`config.mk`:
```
export PLATFORM = sky130hd
export DESIGN_NAME = stopwatch_counter
export DESIGN_NICKNAME = d
export VERILOG_FILES = /design/src/rtl/stopwatch_pkg.sv /design/src/rtl/button_debounce.sv /design/src/rtl/stopwatch_counter.sv
export SDC_FILE = /design/constraint.sdc
export NUM_CORES = 1
export LEC_CHECK = 0
export ABC_AREA = 0
export BUFFER_PORTS_ARGS = -buffer_cell sky130_fd_sc_hd__buf_2
export CORE_MARGIN = 3
export CORE_UTILIZATION = 55
export CTS_CLUSTER_SIZE = 14
export DETAILED_ROUTE_END_ITERATION = 8
export PLACE_DENSITY = 0.76
export SETUP_SLACK_MARGIN = 0.4
export SLEW_MARGIN = 20
export SYNTH_ARGS = -nofsm -noshare
export SYNTH_HDL_FRONTEND = slang
export SYNTH_SLANG_ARGS = --single-unit
```
`constraint.sdc`:
```
create_clock -name clk -period 4.1 [get_ports clk]
set_input_delay 0.205 -clock clk [delete_from_list [all_inputs] [get_ports clk]]
set_output_delay 0.205 -clock clk [all_outputs]
set_load 0.01 [all_outputs]
```
`src/rtl/stopwatch_pkg.sv`:
```
// Shared types and constants for the stopwatch time-keeping core.
package stopwatch_pkg;

    typedef enum logic {
        StRun    = 1'b0,
        StPaused = 1'b1
    } run_state_e;

    localparam logic [3:0] ONES_MAX  = 4'd9;
    localparam logic [3:0] TENS_MAX  = 4'd5;
    localparam logic [7:0] BCD_RESET = 8'h00;

    // BCD increment of a {tens, ones} pair, wrapping 59 -> 00.
    function automatic logic [7:0] bcd_inc(input logic [7:0] v);
        logic [7:0] r;
        r = v;
        if (v[3:0] == ONES_MAX) begin
            r[3:0] = 4'd0;
            if (v[7:4] == TENS_MAX) begin
                r[7:4] = 4'd0;
            end else begin
                r[7:4] = v[7:4] + 4'd1;
            end
        end else begin
            r[3:0] = v[3:0] + 4'd1;
        end
        return r;
    endfunction

endpackage

```
`src/rtl/button_debounce.sv`:
```
// Button conditioning: SYNC_STAGES-flop synchronizer followed by a debouncer
// that accepts a new level after DEBOUNCE_CYCLES consecutive differing cycles.
// rise_o is a registered one-cycle pulse on each accepted 0 -> 1 transition.
module button_debounce #(
    parameter int unsigned SYNC_STAGES     = 2,
    parameter int unsigned DEBOUNCE_CYCLES = 1_000_000
) (
    input  logic clk_i,
    input  logic rst_i,
    input  logic btn_i,
    output logic rise_o
);

    localparam int unsigned CntW = (DEBOUNCE_CYCLES > 1) ? $clog2(DEBOUNCE_CYCLES) : 1;
    localparam logic [CntW-1:0] CntMax = CntW'(DEBOUNCE_CYCLES - 1);

    logic [SYNC_STAGES-1:0] sync_q;
    logic [SYNC_STAGES:0]   sync_chain;
    logic                   btn_sync;
    logic [CntW-1:0]        cnt_q, cnt_d;
    logic                   level_q, level_d;
    logic                   rise_q, rise_d;

    assign sync_chain = {sync_q, btn_i};
    assign btn_sync   = sync_q[SYNC_STAGES-1];

    // Count cycles the synchronized input disagrees with the accepted level.
    always_comb begin
        cnt_d   = cnt_q;
        level_d = level_q;
        rise_d  = 1'b0;
        if (btn_sync != level_q) begin
            if (cnt_q == CntMax) begin
                level_d = btn_sync;
                cnt_d   = '0;
                rise_d  = btn_sync;
            end else begin
                cnt_d = cnt_q + CntW'(1);
            end
        end else begin
            cnt_d = '0;
        end
    end

    // Synchronizer, counter and accepted-level registers.
    always_ff @(posedge clk_i) begin
        if (rst_i) begin
            sync_q  <= '0;
            cnt_q   <= '0;
            level_q <= 1'b0;
            rise_q  <= 1'b0;
        end else begin
            sync_q  <= sync_chain[SYNC_STAGES-1:0];
            cnt_q   <= cnt_d;
            level_q <= level_d;
            rise_q  <= rise_d;
        end
    end

    assign rise_o = rise_q;

endmodule

```
`src/rtl/stopwatch_counter.sv`:
```
// Stopwatch time-keeping core: BCD mm:ss counter with run/pause and adjust mode.
// Optional adjust-field blinking is built when STOPWATCH_BLINK_EN is defined.
module stopwatch_counter
    import stopwatch_pkg::*;
#(
    parameter int unsigned SYNC_STAGES     = 2,
    parameter int unsigned DEBOUNCE_CYCLES = 1_000_000
) (
    input  logic       clk,
    input  logic       rst,
    input  logic       tick_1hz,
    input  logic       tick_2hz,
    input  logic       pause_btn,
    input  logic       adj,
    input  logic       sel,
    output logic [7:0] minutes,
    output logic [7:0] seconds,
    output logic       running,
    output logic       blank_min,
    output logic       blank_sec
);

    logic [SYNC_STAGES-1:0] adj_sync_q, sel_sync_q;
    logic [SYNC_STAGES:0]   adj_chain, sel_chain;
    logic                   adj_s, sel_s;
    logic                   pause_rise;
    run_state_e             state_q, state_d;
    logic [7:0]             min_q, min_d;
    logic [7:0]             sec_q, sec_d;

    assign adj_chain = {adj_sync_q, adj};
    assign sel_chain = {sel_sync_q, sel};
    assign adj_s     = adj_sync_q[SYNC_STAGES-1];
    assign sel_s     = sel_sync_q[SYNC_STAGES-1];

    button_debounce #(
        .SYNC_STAGES     (SYNC_STAGES),
        .DEBOUNCE_CYCLES (DEBOUNCE_CYCLES)
    ) u_pause_db (
        .clk_i  (clk),
        .rst_i  (rst),
        .btn_i  (pause_btn),
        .rise_o (pause_rise)
    );

    // Next state and time fields; ticks are judged against the pre-toggle state.
    always_comb begin
        state_d = state_q;
        min_d   = min_q;
        sec_d   = sec_q;
        if (pause_rise) begin
            state_d = (state_q == StRun) ? StPaused : StRun;
        end
        if (adj_s) begin
            if (tick_2hz) begin
                if (sel_s) begin
                    sec_d = bcd_inc(sec_q);
                end else begin
                    min_d = bcd_inc(min_q);
                end
            end
        end else if ((state_q == StRun) && tick_1hz) begin
            sec_d = bcd_inc(sec_q);
            if (sec_q == {TENS_MAX, ONES_MAX}) begin
                min_d = bcd_inc(min_q);
            end
        end
    end

    // Synchronizers, run state and time registers.
    always_ff @(posedge clk) begin
        if (rst) begin
            adj_sync_q <= '0;
            sel_sync_q <= '0;
            state_q    <= StRun;
            min_q      <= BCD_RESET;
            sec_q      <= BCD_RESET;
        end else begin
            adj_sync_q <= adj_chain[SYNC_STAGES-1:0];
            sel_sync_q <= sel_chain[SYNC_STAGES-1:0];
            state_q    <= state_d;
            min_q      <= min_d;
            sec_q      <= sec_d;
        end
    end

    assign minutes = min_q;
    assign seconds = sec_q;
    assign running = (state_q == StRun);

`ifdef STOPWATCH_BLINK_EN
    logic phase_q, phase_d;
    logic blank_min_q, blank_sec_q;

    // Blink phase advances at 2 Hz only while adjusting.
    always_comb begin
        phase_d = 1'b0;
        if (adj_s) begin
            phase_d = tick_2hz ? ~phase_q : phase_q;
        end
    end

    // Registered blanking requests derived from the upcoming phase.
    always_ff @(posedge clk) begin
        if (rst) begin
            phase_q     <= 1'b0;
            blank_min_q <= 1'b0;
            blank_sec_q <= 1'b0;
        end else begin
            phase_q     <= phase_d;
            blank_min_q <= adj_s & phase_d & ~sel_s;
            blank_sec_q <= adj_s & phase_d & sel_s;
        end
    end

    assign blank_min = blank_min_q;
    assign blank_sec = blank_sec_q;
`else
    assign blank_min = 1'b0;
    assign blank_sec = 1'b0;
`endif

endmodule

```
==> impl_metrics.toml, run 1 <==
[status]
status = "finished clean"

[timing]
hold_violations = 0
setup-tns-final_ps = 0
finalSetupViolCount = 0
rsz0062_at_grt = "no"
finalCritPeriodShare = 0.502
period_minus_slack_ps = 2060
clock.fmax_mhz = 486
fin_worst_skew_ps = 6.48
tightest_slew_ps = 687
final_max_slew_viol_count = 0
whs_ps = 122
timing.final.ws_setup_ps = 2040
slew-limit-headroom = 0.541

[die]
io_pins = 26
dieArea_sq_mm = 0.00451
rows = 21
core_area_sq_mm = 0.00347
die_height_um = 67.2
fp.dieW_um = 67.2
initial_core_util = 0.593

[place]
dpl_cell_area_sq_mm = 0.00218
post-place-ws_ps = 2100
gp_congestion = 0.771
io_buffers = 23
dp_cells = 294
hpwlAfterDp_um = 2510

[cts]
cts_setup_buffers = 0
clk_pin_slew_worst_paths_ps = 80
cts_resized = 0
cts_max_path_buffers = 2
cts_root_buffer = "clkbuf_8"
numCtsBuffers = 5
cts_hold_buf = 0
htree_levels = 2
clock-sinks = 45
worstSkewPairLatency_ps = 300
cts_tree = "done"

[synth]
ys_ff_latch = 45
netlist_top_cells_area = "dfxtp_1 (44%), nor2_1 (4.6%), a21oi_1 (4.1%), nor2b_1 (4.0%), xnor2_1 (3.4%)"
yosys_warnings = 0
async_flop_share = 0
ys_dominant_reg_cell = "dfxtp_1"
synth_simple_gate_area_frac = 0.277
synth_commonest_cells = "dfxtp_1 (45), nor2_1 (25), a21oi_1 (17)"
syn_inst = 235
yosysMostFrequentCell = "dfxtp_1"
synth_compound_area_frac = 0.151
synth_area_leader_cell = "dfxtp_1"
yosys.area.top_type_share = 0.438
synthDistinctLibCells = 46
synth-xor-area-share = 0.0681
syn_area_sq_mm = 0.00206
synth.mux.area_fraction = 0.0158
synth_edf_count = 0
ys_seq_area_frac = 0.438
synthAdderAreaFrac = 0.00608
synth_top_family_by_area = "simple AND/OR/NAND/NOR gates"
synth.avg_cell_area_sq_um = 8.75

[global_routing]
grt_pass1_wl_um = 6380
track_usage = 0.185
first_global_vias = 1511
grt_max_degree = 30
antenna_found_initial = 0
grt-ovfl-total = 0

[route]
wl_um = 3730
firstDrtPassIters = 4
drc = 0
drt-initial-drc-count = 150
wire_per_inst_um = 12.4
vias = 1665
postRouteAntennaNets = 0
avgViaCountPerCell = 5.55

[worst_setup_path]
crit_fanout = 6
crit_path_end_kind = "flop"
cp.arrival_ps = 2290
crit_type = "flop to flop"
cp.required_ps = 4330
cp-start-kind = "flop"

[final_layout]
layout.nets = 263
n_fill_cell = 302
antenna_cells = 0
syn_to_final_growth_pct = 9.79
drive_above_1_share = 0.150
final_cell_area_sq_mm = 0.00226
utilization = 0.651
fin_cells = 300

[power]
fin_total_pwr_mw = 0.726
irDropWorstVdd_mv = 0.232
cellLeakagePower_nw = 0.808
p_per_area_mw_per_mm2 = 321

[hold_path]
min_path_type = "input port to flop"

[flow_run]
cap_violations = 0
[critical path, cell delays in order, from the launching register on]
cell and delay [ps]:
dfxtp_1 390, nor4bb_1 590, a31oi_1 300, or4_1 550, a31oi_1 160
[worst paths after layout]
| kind | startpoint | endpoint | cells after the start | slack, ps |
|---|---|---|---|---|
| setup / recovery | seconds[3]$_SDFFE_PP0P_ | minutes[3]$_SDFFE_PP0P_ | 4 | 2040 |
| hold / removal | adj | adj_sync_q[0]$_SDFF_PP0_ | 2 | 120 |
| setup reg to reg | seconds[3]$_SDFFE_PP0P_ | minutes[3]$_SDFFE_PP0P_ | 4 | 2040 |
| hold reg to reg | adj_sync_q[0]$_SDFF_PP0_ | adj_sync_q[1]$_SDFF_PP0_ | 1 | 430 |
[per-layer routing]
layer | track usage | vias to the layer above | wire length (um) | share of wire
met5 | 0 | - | 0 | 0
met4 | 0.104 | 0 | 89 | 0.024
met3 | 0.0483 | 10 | 140 | 0.038
met2 | 0.298 | 26 | 1690 | 0.45
met1 | 0.223 | 761 | 1810 | 0.49
li1 | - | 868 | - | -
[logic make-up (layout without fill, tap and decap cells)]
logic type               after synthesis  after routing
AO/OA/AOI/OAI                         48             48
multiplexers                           3              3
other                                  1              2
flip-flops                            45             45
adder cells (fa/ha/maj)                1              1
AND/OR/NAND/NOR                      101            101
buffers and inverters                 20             38
XOR/XNOR                              16             16
[layout make-up]
| class | instances | area (sq um) | share of cell area |
|---|---|---|---|
| inverters | 8 | 30.0 | 0.0133 |
| clock buffers | 5 | 68.8 | 0.0305 |
| flip-flops and latches | 45 | 901 | 0.399 |
| well taps | 46 | 57.6 | 0.0255 |
| clock inverters | 1 | 5.00 | 0.00222 |
| repair buffers | 24 | 123 | 0.0543 |
| multi-input cells | 171 | 1070 | 0.475 |
[sequential cells by signal, summed over array words and instances (netlist names)]
name and count:
seconds 8, minutes 8, u_pause_db.level_q 1, u_pause_db.rise_o 1
u_pause_db.cnt_q 20, adj_sync_q 2, u_pause_db.sync_q 2, sel_sync_q 2
state_q 1
[cells in the final DEF, fill, tap and decap left out, types with 6 or more instances in the layout]
master	Yosys	routed
a21oi_1	17	17
nor2_1	25	25
o21ai_0	10	10
xor2_1	8	8
nor2b_1	13	13
inv_1	8	8
dfxtp_1	45	45
or3_1	8	8
buf_2	3	23
nand2_1	9	9
nand3_1	11	11
nand4_1	6	6
xnor2_1	8	8
[report_power, final]
| group | internal (mW) | switching, mW | total, mW |
|---|---|---|---|
| registers | 0.442 | 0.00492 | 0.447 |
| logic | 0.0126 | 0.0179 | 0.0305 |
| clock network | 0.112 | 0.136 | 0.248 |
| total | 0.567 | 0.159 | 0.726 |
Note: power is estimated with default switching activity, not from simulation.
==> run 2, diff against run 1 <==
Settings changed: ABC_AREA 0 to 1, CORE_UTILIZATION 55 to 52, PLACE_DENSITY 0.76 to 0.75.
Clock period 4.1 ns to 1.8 ns, I/O delays scaled along.
==> run 2 against run 1 <==
Effect of this change: combinational power rose to 3.1 times the previous value; hold slack worse by 64 ps; sequential power increased by 130%; power increased by 140%; via count is 22% higher; flip-flop and latch count did not move; clock power grew 150%; die area grew 14%; highest routed layer unchanged; critical path type unchanged; worst setup slack got worse by 1600 ps; utilization is 0.79 points lower; critical endpoint is now u_pause_db.cnt_q[4]$_SDFF_PP0_; non-clock buffer count grew 6.
==> impl_metrics.toml, run 2 <==
[synth]
synth_area_leader_cell = "dfxtp_1"
syn_area_sq_mm = 0.00224
yosysMostFrequentCell = "nand2_1"
syn_inst = 317
ys_ff_latch = 45
synth_edf_count = 0
ys_dominant_reg_cell = "dfxtp_1"
synth_commonest_cells = "nand2_1 (66), dfxtp_1 (45), inv_1 (43)"
synthDistinctLibCells = 31
ys_seq_area_frac = 0.402
yosys_warnings = 0
synth.avg_cell_area_sq_um = 7.06
yosys.area.top_type_share = 0.402
netlist_top_cells_area = "dfxtp_1 (40%), nand2_1 (11%), inv_1 (7.2%), nor2_1 (7.0%), a21oi_1 (4.9%)"
async_flop_share = 0

[global_routing]
grt_max_degree = 15
grt_use_met3 = 0.0505
grt_pass1_wl_um = 7770
met1_usage = 0.247
track_usage = 0.189
antenna_found_initial = 0
grt-ovfl-total = 0
first_global_vias = 1790
grtUsageMet2 = 0.304
grt.busiest_layer = "met2"

[place]
hpwlAfterDp_um = 3170
io_buffers = 23
gp_congestion = 0.828

[route]
wire_per_inst_um = 11.6
vias = 2035
drc = 0
wl_um = 4680
drt-initial-drc-count = 155
avgViaCountPerCell = 5.06
postRouteAntennaNets = 0
firstDrtPassIters = 5

[timing]
period_minus_slack_ps = 1330
setup-tns-final_ps = 0
final_max_slew_viol_count = 0
clock.fmax_mhz = 753
hold_violations = 0
whs_ps = 58.8
finalSetupViolCount = 0
finalCritPeriodShare = 0.738
rsz0062_at_grt = "yes"
fin_worst_skew_ps = 10.9

[final_layout]
layout_commonest_cell = "nand2_1"
layout.nets = 359
largest_register_ffs = 20
top_register = "u_pause_db.cnt_q"
mostFrequentLayoutCells = "nand2_1 (65), inv_1 (42), nor2_1 (39), dfxtp_1 (37), buf_2 (23)"
syn_to_final_growth_pct = 17.4
antenna_cells = 0
drive_above_1_share = 0.216

[worst_setup_path]
r2r_slack_ps = 470
cp.arrival_ps = 1520
cp.required_ps = 1990
crit_fanout = 5
crit_type = "flop to flop"
cp-start-kind = "flop"
crit_path_end_kind = "flop"
rr_startpoint = "u_pause_db.cnt_q[15]$_SDFF_PP0_"
worstSetupStartpoint = "u_pause_db.cnt_q[15]$_SDFF_PP0_"

[cts]
numCtsBuffers = 5
clk_pin_slew_worst_paths_ps = 80
cts_max_path_buffers = 2
htree_levels = 2
cts_tree = "done"
clock-sinks = 45
cts_root_buffer = "clkbuf_8"
worstSkewPairLatency_ps = 300

[status]
status = "finished clean"

[power]
cellLeakagePower_nw = 0.977
irDropWorstVdd_mv = 0.560
fin_total_pwr_mw = 1.73
p_per_area_mw_per_mm2 = 658

[die]
dieArea_sq_mm = 0.00513
io_pins = 26
initial_core_util = 0.548
core_area_sq_mm = 0.00409
fp.dieW_um = 71.6
die_height_um = 71.6
rows = 23

[hold_path]
worstHoldStart = "rst"
min_path_type = "input port to flop"

[flow_run]
cap_violations = 0
run 2: cell types whose count changed in the layout (fill, tap and decap cells not counted), moves of 9 or more:
cell / before / now
nor2b_1: 13 / 0
nand3_1: 11 / 20
nor2_1: 25 / 39
nand2_1: 9 / 65
inv_1: 8 / 42
run 2: cell type report:
class / instances / area (sq um)
Multi-Input combinational cell: 222 / 1220
Inverter: 47 / 176
Timing Repair Buffer: 30 / 175
Sequential cell: 45 / 911
Clock buffer: 6 / 72.6
Tap cell: 50 / 62.6
Fill cell: 359 / 1460
Clock inverter: 2 / 15.0
run 2: kinds of logic after synthesis:
| group | Yosys count | synth area share |
|---|---|---|
| AOI/OAI and AO/OA | 28 | 0.0637 |
| buffers and inverters | 54 | 0.102 |
| other | 1 | 0.00168 |
| xor gates and xnor gates | 14 | 0.0548 |
| DFF | 45 | 0.402 |
| and+or+nand+nor | 174 | 0.370 |
| adders and majority gates | 1 | 0.00559 |
run 2: metrics by stage:
| step | setup WS (ps) | instance area, sq um | std cells | utilization |
|---|---|---|---|---|
| final | 471 | 2630 | 402 | 0.643 |
| after global routing | 370 | 2630 | 402 | 0.643 |
| after CTS | 410 | 2550 | 399 | 0.625 |
| after detailed placement | 249 | 2380 | 386 | 0.583 |
| after global placement | 341 | 2380 | 386 | 0.583 |
| after floorplan | 556 | 2240 | 318 | - |
run 2: critical path: stages (launching register included):
cell and delay (ps):
dfxtp_1 350, inv_1 90, nand3_1 80, nor2_1 280, nand3_4 210, nand2_4 160
nor2_1 40
run 2: report_power, final:
group | internal (mW) | switching, mW
logic | 0.0337 | 0.0605
registers | 1.01 | 0.00926
clock network | 0.274 | 0.345
run 2: metal layers:
| metal | share of wire | wire length (um) |
|---|---|---|
| met1 | 0.47 | 2210 |
| met2 | 0.47 | 2210 |
| met3 | 0.043 | 202 |
| met4 | 0.011 | 52 |
| met5 | 0 | 0 |
run 2: repair_timing:
item,4_1_cts,5_1_grt
resized for setup,6,19
pin swaps,2,5
hold buffers,3,0
buffers inserted,0,2
gates cloned,2,1
endpoints found under the setup margin,20,33
hold endpoints to repair,3,0
run 2: final timing paths:
path / end / depth (start not counted)
worst min-delay path: u_pause_db.sync_q[0]$_SDFF_PP0_ / 2
worst max-delay path: u_pause_db.cnt_q[4]$_SDFF_PP0_ / 6
worst min register to register: u_pause_db.sync_q[1]$_SDFF_PP0_ / 2
worst max register to register: u_pause_db.cnt_q[4]$_SDFF_PP0_ / 6
